===== src/rtl/fetch_stage_if.sv =====
// Fetch-stage signal bundle: hazard/redirect controls, instruction ROM port and IF/ID register outputs.
// master = fetch stage, slave = the surrounding pipeline (hazard unit, MEM, exception logic, ROM).
interface fetch_stage_if #(
  parameter int N = 64
);
  logic         stall_F;
  logic         flush_D;
  logic         PCSrc_M;
  logic [N-1:0] PCBranch_M;
  logic         Exc;
  logic         ERet;
  logic [N-1:0] ERetAddr;
  logic [5:0]   imem_addr;
  logic [31:0]  imem_q;
  logic [31:0]  instr_D;
  logic [N-1:0] pc_D;
  logic         valid_D;

  modport master (
    input  stall_F, flush_D, PCSrc_M, PCBranch_M, Exc, ERet, ERetAddr, imem_q,
    output imem_addr, instr_D, pc_D, valid_D
  );

  modport slave (
    output stall_F, flush_D, PCSrc_M, PCBranch_M, Exc, ERet, ERetAddr, imem_q,
    input  imem_addr, instr_D, pc_D, valid_D
  );
endinterface


===== src/rtl/fetch_stage.sv =====
// LEGv8 instruction-fetch stage: PC register, ROM word addressing and the IF/ID pipeline register.
// Optional macro FETCH_EXC_EN enables exception entry (Exc) and return-from-exception (ERet) redirects.
module fetch_stage #(
  parameter int           N          = 64,
  parameter logic [N-1:0] EXC_VECTOR = N'('hD8)
) (
  input  logic          clk,
  input  logic          reset,
  fetch_stage_if.master fif
);

  logic [N-1:0] pc;
  logic [N-1:0] pc_next;

  // ROM holds 64 words; PC bits above 7 alias back onto it and byte offset bits are ignored.
  assign fif.imem_addr = pc[7:2];

  // NOTE: every output of a combinational block gets a default first so no path leaves it unassigned (no latch).
  always_comb begin
    pc_next = pc + N'(4);
`ifdef FETCH_EXC_EN
    if (fif.Exc) begin
      pc_next = EXC_VECTOR;
    end else if (fif.ERet) begin
      pc_next = fif.ERetAddr;
    end else
`endif
    if (fif.PCSrc_M) begin
      pc_next = fif.PCBranch_M;
    end else if (fif.stall_F) begin
      pc_next = pc;
    end
  end

`ifndef FETCH_EXC_EN
  // Exception inputs and vector are intentionally dead in this build.
  logic unused_exc;
  assign unused_exc = ^{fif.Exc, fif.ERet, fif.ERetAddr, EXC_VECTOR};
`endif

  // NOTE: clocked state is written with non-blocking assignments so all registers update together at the edge.
  always_ff @(posedge clk) begin
    if (reset) begin
      pc <= '0;
    end else begin
      pc <= pc_next;
    end
  end

  // IF/ID: a redirect without flush_D still captures the current fetch; the hazard unit owns squashing.
  always_ff @(posedge clk) begin
    if (reset) begin
      fif.instr_D <= '0;
      fif.pc_D    <= '0;
      fif.valid_D <= 1'b0;
    end else if (fif.flush_D) begin
      fif.instr_D <= '0;
      fif.pc_D    <= '0;
      fif.valid_D <= 1'b0;
    end else if (!fif.stall_F) begin
      fif.instr_D <= fif.imem_q;
      fif.pc_D    <= pc;
      fif.valid_D <= 1'b1;
    end
  end

endmodule

===== src/flat_wrapper.sv =====
// flat-port wrapper written by rule: the top's interface ports become plain ports
module fetch_stage_flat 
#(
  parameter int           N          = 64,
  parameter logic [N-1:0] EXC_VECTOR = N'('hD8)
)
  (clk, reset, fif_stall_F, fif_flush_D, fif_PCSrc_M, fif_PCBranch_M, fif_Exc, fif_ERet, fif_ERetAddr, fif_imem_q, fif_imem_addr, fif_instr_D, fif_pc_D, fif_valid_D);
  fetch_stage_if #(.N(N)) fif_i ();
  input  logic clk;
  input  logic reset;
  input wire logic [$bits(fif_i.stall_F)-1:0] fif_stall_F;
  input wire logic [$bits(fif_i.flush_D)-1:0] fif_flush_D;
  input wire logic [$bits(fif_i.PCSrc_M)-1:0] fif_PCSrc_M;
  input wire logic [$bits(fif_i.PCBranch_M)-1:0] fif_PCBranch_M;
  input wire logic [$bits(fif_i.Exc)-1:0] fif_Exc;
  input wire logic [$bits(fif_i.ERet)-1:0] fif_ERet;
  input wire logic [$bits(fif_i.ERetAddr)-1:0] fif_ERetAddr;
  input wire logic [$bits(fif_i.imem_q)-1:0] fif_imem_q;
  output wire logic [$bits(fif_i.imem_addr)-1:0] fif_imem_addr;
  output wire logic [$bits(fif_i.instr_D)-1:0] fif_instr_D;
  output wire logic [$bits(fif_i.pc_D)-1:0] fif_pc_D;
  output wire logic [$bits(fif_i.valid_D)-1:0] fif_valid_D;
  assign fif_i.stall_F = fif_stall_F;
  assign fif_i.flush_D = fif_flush_D;
  assign fif_i.PCSrc_M = fif_PCSrc_M;
  assign fif_i.PCBranch_M = fif_PCBranch_M;
  assign fif_i.Exc = fif_Exc;
  assign fif_i.ERet = fif_ERet;
  assign fif_i.ERetAddr = fif_ERetAddr;
  assign fif_i.imem_q = fif_imem_q;
  assign fif_imem_addr = fif_i.imem_addr;
  assign fif_instr_D = fif_i.instr_D;
  assign fif_pc_D = fif_i.pc_D;
  assign fif_valid_D = fif_i.valid_D;
  fetch_stage #(.N(N), .EXC_VECTOR(EXC_VECTOR)) u_core (.clk(clk), .reset(reset), .fif(fif_i));
endmodule

===== config.mk =====
export PLATFORM = sky130hd
export DESIGN_NAME = fetch_stage_flat
export DESIGN_NICKNAME = d
export VERILOG_FILES = /design/src/rtl/fetch_stage_if.sv /design/src/rtl/fetch_stage.sv /design/src/flat_wrapper.sv
export SDC_FILE = /design/constraint.sdc
export NUM_CORES = 1
export LEC_CHECK = 0
export ABC_CLOCK_PERIOD_IN_PS = 4400
export CAP_MARGIN = 20
export CORE_ASPECT_RATIO = 1.5
export CORE_UTILIZATION = 30
export DETAILED_ROUTE_END_ITERATION = 12
export GPL_TIMING_DRIVEN = 0
export SYNTH_ARGS = -nofsm -noshare
export SYNTH_HDL_FRONTEND = slang
export SYNTH_SLANG_ARGS = --single-unit

===== constraint.sdc =====
create_clock -name clk -period 4.4 [get_ports clk]
set_input_delay 0.66 -clock clk [delete_from_list [all_inputs] [get_ports clk]]
set_output_delay 0.66 -clock clk [all_outputs]
set_load 0.005 [all_outputs]

==> impl_metrics.ini, run 1 <==
[floorplanning]
rows = 70
initial_core_util = 0.306
die_w_um = 131
io_pins = 270
die_y_um = 195
core_area_sq_um = 24300
dieArea_sq_um = 25500

[clock_network]
cts_buffer_depth = 2
root_buffer = clkbuf_16
cts.sinks = 161
htree_num_levels = 4
cts_tree = yes
ctsResizeCount = 0
clk_latency_ns = 0.43
cts_setup_buffers = 0
numCtsBuffers = 17
postCtsHoldBufs = 0
clkTransAtPathRegs_ns = 0.06

[power]
ir_drop_uv = 248
p_int_mw = 2.71
p_per_area_nw_per_um2 = 342
p_sw_frac = 0.245
comb_power_share = 0.112
power.leakage_nw = 3.97
switching_power_mw = 0.883
seq_power_share = 0.444
clockPowerShare = 0.444

[yosys]
netlist_area_sq_um = 7450
synth-edff-count = 0
synth.distinct_cells = 52
synthArstFlopShare = 0
ys_warn_count = 0
yosysSeqAreaShare = 0.432
synthCells = 831
synth-seq-cells = 161
syn_area_per_cell_sq_um = 8.97
synth_fp_nets = 999
synth_ff_type = dfxtp_1

[final_layout]
mostFrequentLayoutCell = clkdlybuf4s50_1
area_growth_pct = 41.0
layout_common_cells = 202 x clkdlybuf4s50_1, 161 x nor2_1, 161 x dfxtp_1, 110 x mux2i_1, 47 x nand2_1
layout-drive-gt1-share = 0.0554
fin_nets = 1220
fin_area_sq_um = 10500

[sta]
report.final.setup_viol = 0
tns_ns = 0
maxSlewHeadroom = 0.367
fin_skew_ns = 0.0111
slew_violations = 0
hold_violations = 0
fmax_ghz = 0.355
timing.final.crit_share = 0.640
rsz0062_at_grt = false
min_period_ns = 2.82
worst_pin_slew_ns = 0.940

[detailed_routing]
drt-total-wl_um = 24900
vias_per_cell = 5.03
antenna_left = 0
dr.pass1.iters = 5
via_count = 6989
wl_per_cell_um = 17.9
drtIter0Drc = 366
drc_errors = 0

[global_route]
antenna_found_initial = 3
track_usage = 0.199
grt_overflow_total = 0
grt_start_max_net_pins = 17
grt_pass1_wl_um = 38300
grt_pass1_vias = 6892

[setup_path]
start_kind = flop
critPathRequiredTime_ns = 4.69
arrival_ns = 3.10
cp_max_fo = 7
worst_setup_path_end_kind = flop
criticalPathCategory = flop to flop

[placed_design]
placed_area_sq_um = 9880
gp_congestion = 0.845
port_buffers = 202
hpwl_um = 18900

[status]
status = finished clean

[flow_run]
maxCapViolCount = 0

[hold_path]
hold_path_class = flop to flop
## cells in the mapped netlist (2+ instances only)
cell	instances	share of area
nand4b_1	3	0.0035
buf_4	6	0.0060
clkbuf_1	42	0.021
nand2_1	47	0.024
nor3_1	11	0.0074
or4_4	6	0.0091
a2111oi_0	3	0.0035
nor2b_1	4	0.0034
mux2i_1	110	0.15
o221ai_1	2	0.0024
buf_2	3	0.0020
xor2_1	22	0.026
buf_1	14	0.0071
nor4_1	20	0.017
or4_1	5	0.0050
xnor2_1	14	0.016
or2_2	2	0.0017
nand3_1	29	0.019
nor2_1	161	0.081
inv_1	4	0.0020
and4_1	7	0.0082
a21oi_1	15	0.010
o211a_1	2	0.0027
a211oi_1	24	0.024
or3_1	7	0.0059
dfxtp_1	161	0.43
a2111oi_2	5	0.010
and2_1	4	0.0034
and3_1	23	0.019
nand4_1	30	0.025
o21a_1	6	0.0060
nor4_2	3	0.0050
o211ai_1	7	0.0071
o21ai_0	4	0.0027
nor3b_1	8	0.0081
## kinds of logic after synthesis
family	count (synthesis)	synth area share
and+or+nand+nor	376	0.257
xor gates and xnor gates	36	0.0423
adders and majority gates	1	0.00168
buffers and inverters	71	0.0403
AOI/OAI and AO/OA	76	0.0784
DFF	161	0.432
muxes	110	0.148
## cell type report
cell class                 instances  area [sq um]
multi-input combinational        599          3930
buffer                            66           282
antenna                            1          2.50
clock buffer                      20           447
fill                            2506         13800
inverter                           5          18.8
timing repair buffer             202          2020
tap                              324           405
sequential                       161          3220
clock inverter                    12           181
## registers in the layout (all words and copies together), names as in the netlist
signal and flops:
u_core.fif.pc_D 64, u_core.pc 64, u_core.fif.instr_D 32, u_core.fif.valid_D 1
## critical path: stages, from the launching register on
cell      delay [ns]
dfxtp_1         0.53
ha_1            0.38
nand4b_4        0.18
or4_4           0.58
or4_1           0.51
clkbuf_1        0.20
mux2i_1         0.19
o211ai_1        0.11
## per-layer routing
layer | vias to the layer above | share of wire | global-route usage
met1 | 3286 | 0.39 | 0.221
li1 | 3400 | - | -
met2 | 234 | 0.50 | 0.341
met5 | - | 0.0010 | 0
met3 | 65 | 0.066 | 0.0559
met4 | 4 | 0.041 | 0.101
## through the flow
| step | std cells | utilization | hold slack, ns | power [mW] | worst slack (ns) |
|---|---|---|---|---|---|
| after floorplan | 831 | - | 0.447 | 1.81 | 1.79 |
| after global placement | 1357 | 0.406 | 0.443 | 2.03 | 1.22 |
| after detailed placement | 1357 | 0.406 | 0.445 | 2.03 | 1.19 |
| after CTS | 1389 | 0.432 | 0.454 | 3.64 | 1.58 |
| after global routing | 1390 | 0.432 | 0.500 | 3.73 | 1.45 |
| final | 1390 | 0.432 | 0.456 | 3.60 | 1.58 |
## final timing paths
path,slack [ns],endpoint,from,cells past startpoint
worst max-delay path,1.58,u_core.pc[58],u_core.pc[2],7
worst max register to register,1.58,u_core.pc[58],u_core.pc[2],7
worst min-delay path,0.46,u_core.fif.valid_D,u_core.fif.valid_D,2
worst min register to register,0.46,u_core.fif.valid_D,u_core.fif.valid_D,2
## power by group through the flow
stage | Combinational [mW] | Clock [mW] | Sequential, mW
global route | 0.438 | 1.68 | 1.61
CTS | 0.408 | 1.63 | 1.60
floorplan | 0.200 | 0 | 1.61
detailed placement | 0.406 | 0 | 1.63
finish | 0.403 | 1.60 | 1.60
global placement | 0.403 | 0 | 1.63
No activity file was read; power rests on OpenSTA's default activity.
==> inputs of run 2 (changes only) <==
--- a/config.mk
+++ b/config.mk
@@ -5,7 +5,7 @@
 export SDC_FILE = /design/constraint.sdc
 export NUM_CORES = 1
 export LEC_CHECK = 0
-export ABC_CLOCK_PERIOD_IN_PS = 4400
+export ABC_CLOCK_PERIOD_IN_PS = 2900
 export CAP_MARGIN = 20
 export CORE_ASPECT_RATIO = 1.5
 export CORE_UTILIZATION = 30
==> constraint.sdc (replaced) <==
create_clock -name clk -period 2.9 [get_ports clk]
set_input_delay 0.435 -clock clk [delete_from_list [all_inputs] [get_ports clk]]
set_output_delay 0.435 -clock clk [all_outputs]
set_load 0.005 [all_outputs]
==> run 2 against run 1 <==
Against the previous run:
- worst setup slack worse by 1.4 ns
- total power up 52%
- largest cell class unchanged
- critical path type unchanged
- fmax up 2.0%
==> impl_metrics.ini, run 2 (synthesis gave the netlist of run 1 again) <==
[placed_design]
gp_congestion = 0.845
placed_area_sq_um = 9880
place_ws_ns = -0.0894
port_buffers = 202
hpwl_um = 18900

[global_route]
grt_pass1_wl_um = 38300
grt_start_max_net_pins = 17
antenna_found_initial = 3
track_usage = 0.199
grt_pass1_vias = 6892
grt_overflow_total = 0

[final_layout]
area_growth_pct = 41.1
layout-drive-gt1-share = 0.0573
mostFrequentLayoutCell = clkdlybuf4s50_1
reg_top3 = u_core.fif.pc_D (64), u_core.pc (64), u_core.fif.instr_D (32)
fin_area_sq_um = 10500
layout_common_cells = 202 x clkdlybuf4s50_1, 161 x nor2_1, 161 x dfxtp_1, 110 x mux2i_1, 47 x nand2_1
fin_nets = 1220
post-route-util = 0.432

[detailed_routing]
drtIter0Drc = 353
drt-total-wl_um = 24800
via_count = 6999
antenna_left = 0
vias_per_cell = 5.04
dr.pass1.iters = 5
drc_errors = 0
wl_per_cell_um = 17.8

[clock_network]
root_buffer = clkbuf_16
htree_num_levels = 4
clkTransAtPathRegs_ns = 0.07
cts_buffer_depth = 2
cts.sinks = 161
numCtsBuffers = 17
clk_latency_ns = 0.43
cts_tree = yes

[setup_path]
cp_common_cell = clkbuf_1
cp_slowest_cell = or4_1
start_kind = flop
cp_max_fo = 9
criticalPathCategory = flop to flop
slowest_delay_ns = 0.66
worst_setup_path_end_kind = flop
arrival_ns = 3.08
cp_cell_sequence = and3_1, clkbuf_1, nand4_1, or4_1, clkbuf_1, mux2i_1, a311o_1
critPathRequiredTime_ns = 3.22
reg2reg_depth = 7

[status]
status = finished clean

[sta]
fin_skew_ns = 0.0111
rsz0062_at_grt = false
slew_violations = 0
fmax_ghz = 0.362
setup_slack_ns = 0.139
hold_violations = 0
timing.final.crit_share = 0.952
report.final.setup_viol = 0
worst_pin_slew_ns = 0.927
maxSlewHeadroom = 0.377
min_period_ns = 2.76
holdWs_ns = 0.456

[floorplanning]
dieArea_sq_um = 25500
rows = 70
die_y_um = 195
io_pins = 270
core_area_sq_um = 24300
die_w_um = 131
initial_core_util = 0.306

[power]
p_int_mw = 4.12
switching_power_mw = 1.34
power.leakage_nw = 3.97
ir_drop_uv = 376
seq_power_share = 0.444
p_total_mw = 5.45
p_sw_frac = 0.245
clockPowerShare = 0.444
p_per_area_nw_per_um2 = 518
comb_power_share = 0.112

[flow_run]
maxCapViolCount = 0

[hold_path]
whs_path_depth = 2
hold_path_class = flop to flop
==> run 2: cell counts in the layout (fill, tap and decap cells not counted) <==
Identical to the previous run, type by type.
==> run 2: worst paths after layout <==
check | start | endpoint | slack (ns)
worst max register to register | u_core.pc[34] | u_core.pc[61] | 0.14
worst max-delay path | u_core.pc[34] | u_core.pc[61] | 0.14
worst min register to register | u_core.fif.valid_D | u_core.fif.valid_D | 0.46
worst min-delay path | u_core.fif.valid_D | u_core.fif.valid_D | 0.46
==> run 2: stage by stage <==
| stage | instances | TNS, ns |
|---|---|---|
| floorplan | 831 | 0 |
| global placement | 1357 | -0.447 |
| finish | 1390 | 0 |
| detailed placement | 1357 | -1.51 |
| global route | 1390 | 0 |
| CTS | 1389 | 0 |
==> run 2: final cells by class <==
cell class / instances / area, sq um
Timing Repair Buffer: 202 / 2020
Clock inverter: 12 / 181
Buffer: 66 / 282
Antenna cell: 1 / 2.50
Fill cell: 2508 / 13800
Tap cell: 324 / 405
Inverter: 5 / 18.8
Sequential cell: 161 / 3220
Multi-Input combinational cell: 599 / 3940
Clock buffer: 20 / 447
==> run 2: worst max-delay path, delay by kind of cell, from the launching register on <==
| family | cells | cell delay (ns) |
|---|---|---|
| AOI/OAI and AO/OA | 1 | 0.32 |
| buffers and inverters | 2 | 0.50 |
| DFF | 1 | 0.43 |
| muxes | 1 | 0.15 |
| and+or+nand+nor | 3 | 1.25 |
==> run 2: routing by layer <==
metal / wire length, um / vias to the layer above / track usage
li1: - / 3401 / -
met1: 9630 / 3296 / 0.221
met2: 12500 / 229 / 0.341
met3: 1600 / 69 / 0.0559
met4: 1050 / 4 / 0.101
met5: 26 / - / 0
==> run 2: what timing repair did <==
action,CTS,global route
buffers inserted,0,0
setup endpoints to repair,0,5
hold buffers,0,0
resized for setup,0,2
==> run 2: power by group through the flow <==
stage	clock network (mW)	registers, mW	logic [mW]
after global placement	0	2.47	0.611
after detailed placement	0	2.47	0.615
final	2.42	2.42	0.611
after global routing	2.55	2.44	0.665
after CTS	2.48	2.42	0.619
after floorplan	0	2.44	0.304
==> RTL edit 1, RTL diff (settings of run 2) <==
`N` is set to 64 in 3 places; all go to 96.
--- a/src/rtl/fetch_stage_if.sv
+++ b/src/rtl/fetch_stage_if.sv
@@ -1,7 +1,7 @@
 // Fetch-stage signal bundle: hazard/redirect controls, instruction ROM port and IF/ID register outputs.
 // master = fetch stage, slave = the surrounding pipeline (hazard unit, MEM, exception logic, ROM).
 interface fetch_stage_if #(
-  parameter int N = 64
+  parameter int N = 96
 );
   logic         stall_F;
   logic         flush_D;
--- a/src/rtl/fetch_stage.sv
+++ b/src/rtl/fetch_stage.sv
@@ -1,7 +1,7 @@
 // LEGv8 instruction-fetch stage: PC register, ROM word addressing and the IF/ID pipeline register.
 // Optional macro FETCH_EXC_EN enables exception entry (Exc) and return-from-exception (ERet) redirects.
 module fetch_stage #(
-  parameter int           N          = 64,
+  parameter int           N          = 96,
   parameter logic [N-1:0] EXC_VECTOR = N'('hD8)
 ) (
   input  logic          clk,
--- a/src/flat_wrapper.sv
+++ b/src/flat_wrapper.sv
@@ -1,7 +1,7 @@
 // flat-port wrapper written by rule: the top's interface ports become plain ports
 module fetch_stage_flat 
 #(
-  parameter int           N          = 64,
+  parameter int           N          = 96,
   parameter logic [N-1:0] EXC_VECTOR = N'('hD8)
 )
   (clk, reset, fif_stall_F, fif_flush_D, fif_PCSrc_M, fif_PCBranch_M, fif_Exc, fif_ERet, fif_ERetAddr, fif_imem_q, fif_imem_addr, fif_instr_D, fif_pc_D, fif_valid_D);
Ports: changed (resized fif_ERetAddr, fif_PCBranch_M and fif_pc_D); port bits go from 270 to 366. The function was not compared with the original's and may differ.
==> RTL edit 1 against run 2 <==
Synthesized area grew 39%. Count of clock-buffer cells in the layout grew 9. Clock power increased by 57%. Power rose by 47%. Non-clock buffer count up 86. Wire length rose by 60%. Cell area grew 40%. Worst setup slack is essentially flat. Combinational power is 35% higher. Synthesized cell count up 42%. Critical path type is now in -> reg. Sequential cell count increased by 64. Critical endpoint is now u_core.fif.pc_D[81]. Fmax about the same.
==> RTL edit 1: results (changes against run 2) <==
global_routing:
  groute.layer.met3.usage_pct: 4.65  # was 5.59%
  grt_max_degree: 15  # was 17
  gr_met1_demand_resource_pct: 25.0  # was 22.1%
  first_global_vias: 9758  # was 6892
  grt_util_overall_pct: 22.1  # was 19.9%
  grt_pass1_wl_um: 59700  # was 38300 um
layout:
  ff_latch_area_um2: 4510  # was 3220 um^2
  reg.largest.list: "u_core.fif.pc_D x96, u_core.pc x96, u_core.fif.instr_D x32"  # was u_core.fif.pc_D x64, u_core.pc x64, u_core.fif.instr_D x32
  clockBufferCount: 29  # was 20
  multi_input_comb_cells: 862  # was 599
  layout.non_clock_inverters: 15  # was 5
  buf_share_pct: 21.0  # was 21.9%
  fillerInstances: 3409  # was 2508
  non_clock_buffer_count: 354  # was 268
  finish.net_count: 1714  # was 1220
  final-clk-cell-share_pct: 6.67  # was 5.97%
  multiInputGateArea_um2: 5560  # was 3940 um^2
yosys:
  synth_top_cells_by_count: "sky130_fd_sc_hd__nor2_1, sky130_fd_sc_hd__dfxtp_1, sky130_fd_sc_hd__mux2i_1, sky130_fd_sc_hd__xnor2_1, sky130_fd_sc_hd__nand2_1"  # was sky130_fd_sc_hd__dfxtp_1, sky130_fd_sc_hd__nor2_1, sky130_fd_sc_hd__mux2i_1, sky130_fd_sc_hd__nand2_1, sky130_fd_sc_hd__clkbuf_1
  share_of_cell_area_taken_by_muxes_after_synthesis_pct: 13.2  # was 14.8%
  yosys.area_share.adder_pct: 0.121  # was 0.168%
  postSynthNetCount: 1410  # was 999
  synth-compound-area-share_pct: 6.86  # was 7.84%
  post_synth_xor_area_fraction_pct: 6.78  # was 4.23%
  yosys-top-cells-area: "sky130_fd_sc_hd__dfxtp_1, sky130_fd_sc_hd__mux2i_1, sky130_fd_sc_hd__nor2_1"  # unchanged
  synth_seq_cells: 225  # was 161
clocking:
  cts.repair_timing.setup_buffer_count: 3  # was 0
  cts.htree.levels: 1  # was 4
  postCtsResizedCells: 8  # was 0
  tritoncts.num_buffers: 24  # was 17
  clock_tree.buffer_depth: 3  # was 2
power:
  p_leak_nw: 5.29  # was 3.97 nW
  clk-power_mw: 3.81  # was 2.42 mW
  power_report.internal_total_mw: 6.12  # was 4.12 mW
  pwr.group.combinational_mw: 0.825  # was 0.611 mW
  vdd.ir_drop.worst_mv: 0.438  # was 0.376 mV
route:
  vias_cell: 5.12  # was 5.04
  dr_wl_met2_um: 20200  # was 12500 um
  met1_length_um: 15500  # was 9630 um
  routed-wl-met3_um: 2500  # was 1600 um
  drt-initial-drc-count: 536  # was 353
  post_drt_wl_per_cell_um: 20.6  # was 17.8 um
placement:
  pre_cts_ws_ps: -736  # was -89.4 ps
  dp_hpwl_um: 30600  # was 18900 um
  place.gp.congestion: 0.921  # was 0.845
setup_path:
  crit_path_max_incr_delay_ps: 700  # was 660 ps
  critical_path_arrival_ps: 3180  # was 3080 ps
  crit_path_max_fanout: 10  # was 9
floorplanning:
  die_area_um2: 35200  # was 25500 um^2
status:
  run_status: "completed"  # unchanged
RTL edit 1: path summary, 6_finish.rpt:
| path | start | to | slack (ps) | depth (start not counted) |
|---|---|---|---|---|
| worst max register to register | u_core.pc[6] | u_core.pc[32] | 150 | 6 |
| worst min register to register | u_core.fif.valid_D | u_core.fif.valid_D | 450 | 2 |
| worst max-delay path | fif_stall_F | u_core.fif.pc_D[81] | 140 | 7 |
| worst min-delay path | u_core.fif.valid_D | u_core.fif.valid_D | 450 | 2 |
RTL edit 1: through the flow:
stage               std cells  hold WS (ps)  util (%)
CTS                      1913           443      43.4
global route             1921           483      43.7
global placement         1864           445      40.2
detailed placement       1866           447      40.3
finish                   1921           454      43.7
floorplan                1178           447         -
RTL edit 1: critical path, delay by kind of cell:
kind / cells / cell delay (ps)
buffers and inverters: 5 / 2390
muxes: 1 / 270
and+or+nand+nor: 1 / 60
==> RTL edit 2, RTL diff (flow settings as in run 2) <==
Without the edit above. Reset style: asynchronous (`reset`), changed in 2 clocked blocks.
--- a/src/rtl/fetch_stage.sv
+++ b/src/rtl/fetch_stage.sv
@@ -39,7 +39,7 @@
 `endif
 
   // NOTE: clocked state is written with non-blocking assignments so all registers update together at the edge.
-  always_ff @(posedge clk) begin
+  always_ff @(posedge clk or posedge reset) begin
     if (reset) begin
       pc <= '0;
     end else begin
@@ -48,7 +48,7 @@
   end
 
   // IF/ID: a redirect without flush_D still captures the current fetch; the hazard unit owns squashing.
-  always_ff @(posedge clk) begin
+  always_ff @(posedge clk or posedge reset) begin
     if (reset) begin
       fif.instr_D <= '0;
       fif.pc_D    <= '0;
Check against the original RTL: differs if reset is asserted again (counterexample within 4 cycles, from zero or initial values and one cycle with reset high); with reset held inactive, the same outputs for 4 cycles.
==> RTL edit 2 against run 2 <==
Synthesized area increased by 3.0%. Synthesized cell count fell by 10%. Cell area increased by 2.0%. Fmax is 1.7% higher. Wire length fell by 5.5%. Global-route usage is 1.6 points lower. Count of clock-buffer cells in the layout is 2 lower. Power is 1.7% higher. Sequential cell count stayed put. Worst setup slack better by 46 ps. Critical path depth down 1. Clock skew down 2.9 ps. Critical endpoint is now u_core.pc[48].
==> RTL edit 2: results (changes against run 2) <==
status:
  run_status: "completed"  # unchanged
power:
  vdd.ir_drop.worst_mv: 0.436  # was 0.376 mV
  p_leak_nw: 4.57  # was 3.97 nW
  p_seq_share_pct: 47.0  # was 44.4%
  share_of_total_power_consumed_by_net_switching_pct: 27.8  # was 24.5%
  powerSeq_mw: 2.60  # was 2.42 mW
  clk-power_mw: 2.08  # was 2.42 mW
timing:
  clk_skew_ps: 8.14  # was 11.1 ps
  worst_hold_slack_ps: 433  # was 456 ps
  max_slew_margin_pct: 40.4  # was 37.7%
route:
  drt-initial-drc-count: 333  # was 353
  finalWirelength_um: 23400  # was 24800 um
  vias_cell: 4.89  # was 5.04
  post_drt_wl_per_cell_um: 17.8  # about the same
setup_path:
  slowest_stage: "sky130_fd_sc_hd__nor2_1"  # was sky130_fd_sc_hd__or4_1
  critical_path_arrival_ps: 3070  # was 3080 ps
  crit_path_max_incr_delay_ps: 700  # was 660 ps
  r2r_depth: 6  # was 7
  worstReg2RegEnd: "u_core.pc[48]"  # was u_core.pc[61]
global_routing:
  first_global_vias: 6482  # was 6892
  grt_util_overall_pct: 18.3  # was 19.9%
  grt_antenna_before_repair: 1  # was 3
  grt_max_degree: 40  # was 17
  grt_pass1_wl_um: 36500  # was 38300 um
placement:
  placedInstanceArea_um2: 10200  # was 9880 um^2
  placedCellCount: 1282  # was 1357
  dp_hpwl_um: 17600  # was 18900 um
  pre_cts_ws_ps: -177  # was -89.4 ps
yosys:
  synth.yosys.seq_area_share_pct: 52.5  # was 43.2%
  postSynthNetCount: 916  # was 999
  yosys.area_share.adder_pct: 0.163  # was 0.168%
  post_synth_inst_count: 748  # was 831
  synth-compound-area-share_pct: 6.05  # was 7.84%
  synth_top_cells_by_count: "sky130_fd_sc_hd__dfrtp_1, sky130_fd_sc_hd__nor2_1, sky130_fd_sc_hd__mux2i_1, sky130_fd_sc_hd__nand2_1, sky130_fd_sc_hd__o21ai_0"  # was sky130_fd_sc_hd__dfxtp_1, sky130_fd_sc_hd__nor2_1, sky130_fd_sc_hd__mux2i_1, sky130_fd_sc_hd__nand2_1, sky130_fd_sc_hd__clkbuf_1
  share_of_cell_area_taken_by_muxes_after_synthesis_pct: 13.1  # was 14.8%
  post_synth_xor_area_fraction_pct: 4.68  # was 4.23%
  async_flop_share_pct: 100  # was 0%
  number_of_unique_standard_cell_types_used_by_synthesis: 42  # was 52
layout:
  finish.net_count: 1141  # was 1220
  antenna_cells: 0  # was 1
  post_route_cells_drive_above_1_share_pct: 5.88  # was 5.73%
clocking:
  clock_tree.buffer_depth: 2  # unchanged
## RTL edit 2: changes by cell type after synthesis, moves of 13 or more
| cell | before | now |
|---|---|---|
| sky130_fd_sc_hd__nor4_1 | 20 | 4 |
| sky130_fd_sc_hd__o21ai_0 | 4 | 47 |
| sky130_fd_sc_hd__nor2_1 | 161 | 121 |
| sky130_fd_sc_hd__dfrtp_1 | 0 | 161 |
| sky130_fd_sc_hd__nand2_1 | 47 | 71 |
| sky130_fd_sc_hd__a211oi_1 | 24 | 0 |
| sky130_fd_sc_hd__mux2i_1 | 110 | 97 |
| sky130_fd_sc_hd__buf_1 | 14 | 1 |
| sky130_fd_sc_hd__dfxtp_1 | 161 | 0 |
| sky130_fd_sc_hd__and3_1 | 23 | 10 |
| sky130_fd_sc_hd__a31oi_1 | 1 | 15 |
## RTL edit 2: worst max path at each step
stage                      start                    end  slack, ps  depth (start not counted)
detailed placement   fif_stall_F  u_core.fif.instr_D[0]       -180                          6
floorplan                  reset  u_core.fif.instr_D[0]        420                          1
CTS                 u_core.pc[2]          u_core.pc[48]        260                          6
global placement           reset    u_core.fif.pc_D[40]      -1110                          2
finish              u_core.pc[2]          u_core.pc[48]        180                          6
global route        u_core.pc[3]          u_core.pc[48]         30                          6
## RTL edit 2: layer usage
metal | up-vias | GRT usage, % | wire, um
met5 | - | 0 | 0
met4 | 0 | 6.51 | 420
met3 | 24 | 3.56 | 935
met2 | 171 | 32.7 | 12100
met1 | 3140 | 21.8 | 9970
li1 | 3086 | - | -
## RTL edit 2: cell type report
cell class / count / area, um^2
plain buffers: 45 / 195
clock buffers: 18 / 429
clock inverters: 14 / 106
fillers: 2447 / 14400
inverters: 7 / 30.0
multi-input cells: 535 / 3430
flip-flops and latches: 161 / 4030
well taps: 328 / 410
repair buffers: 206 / 2100
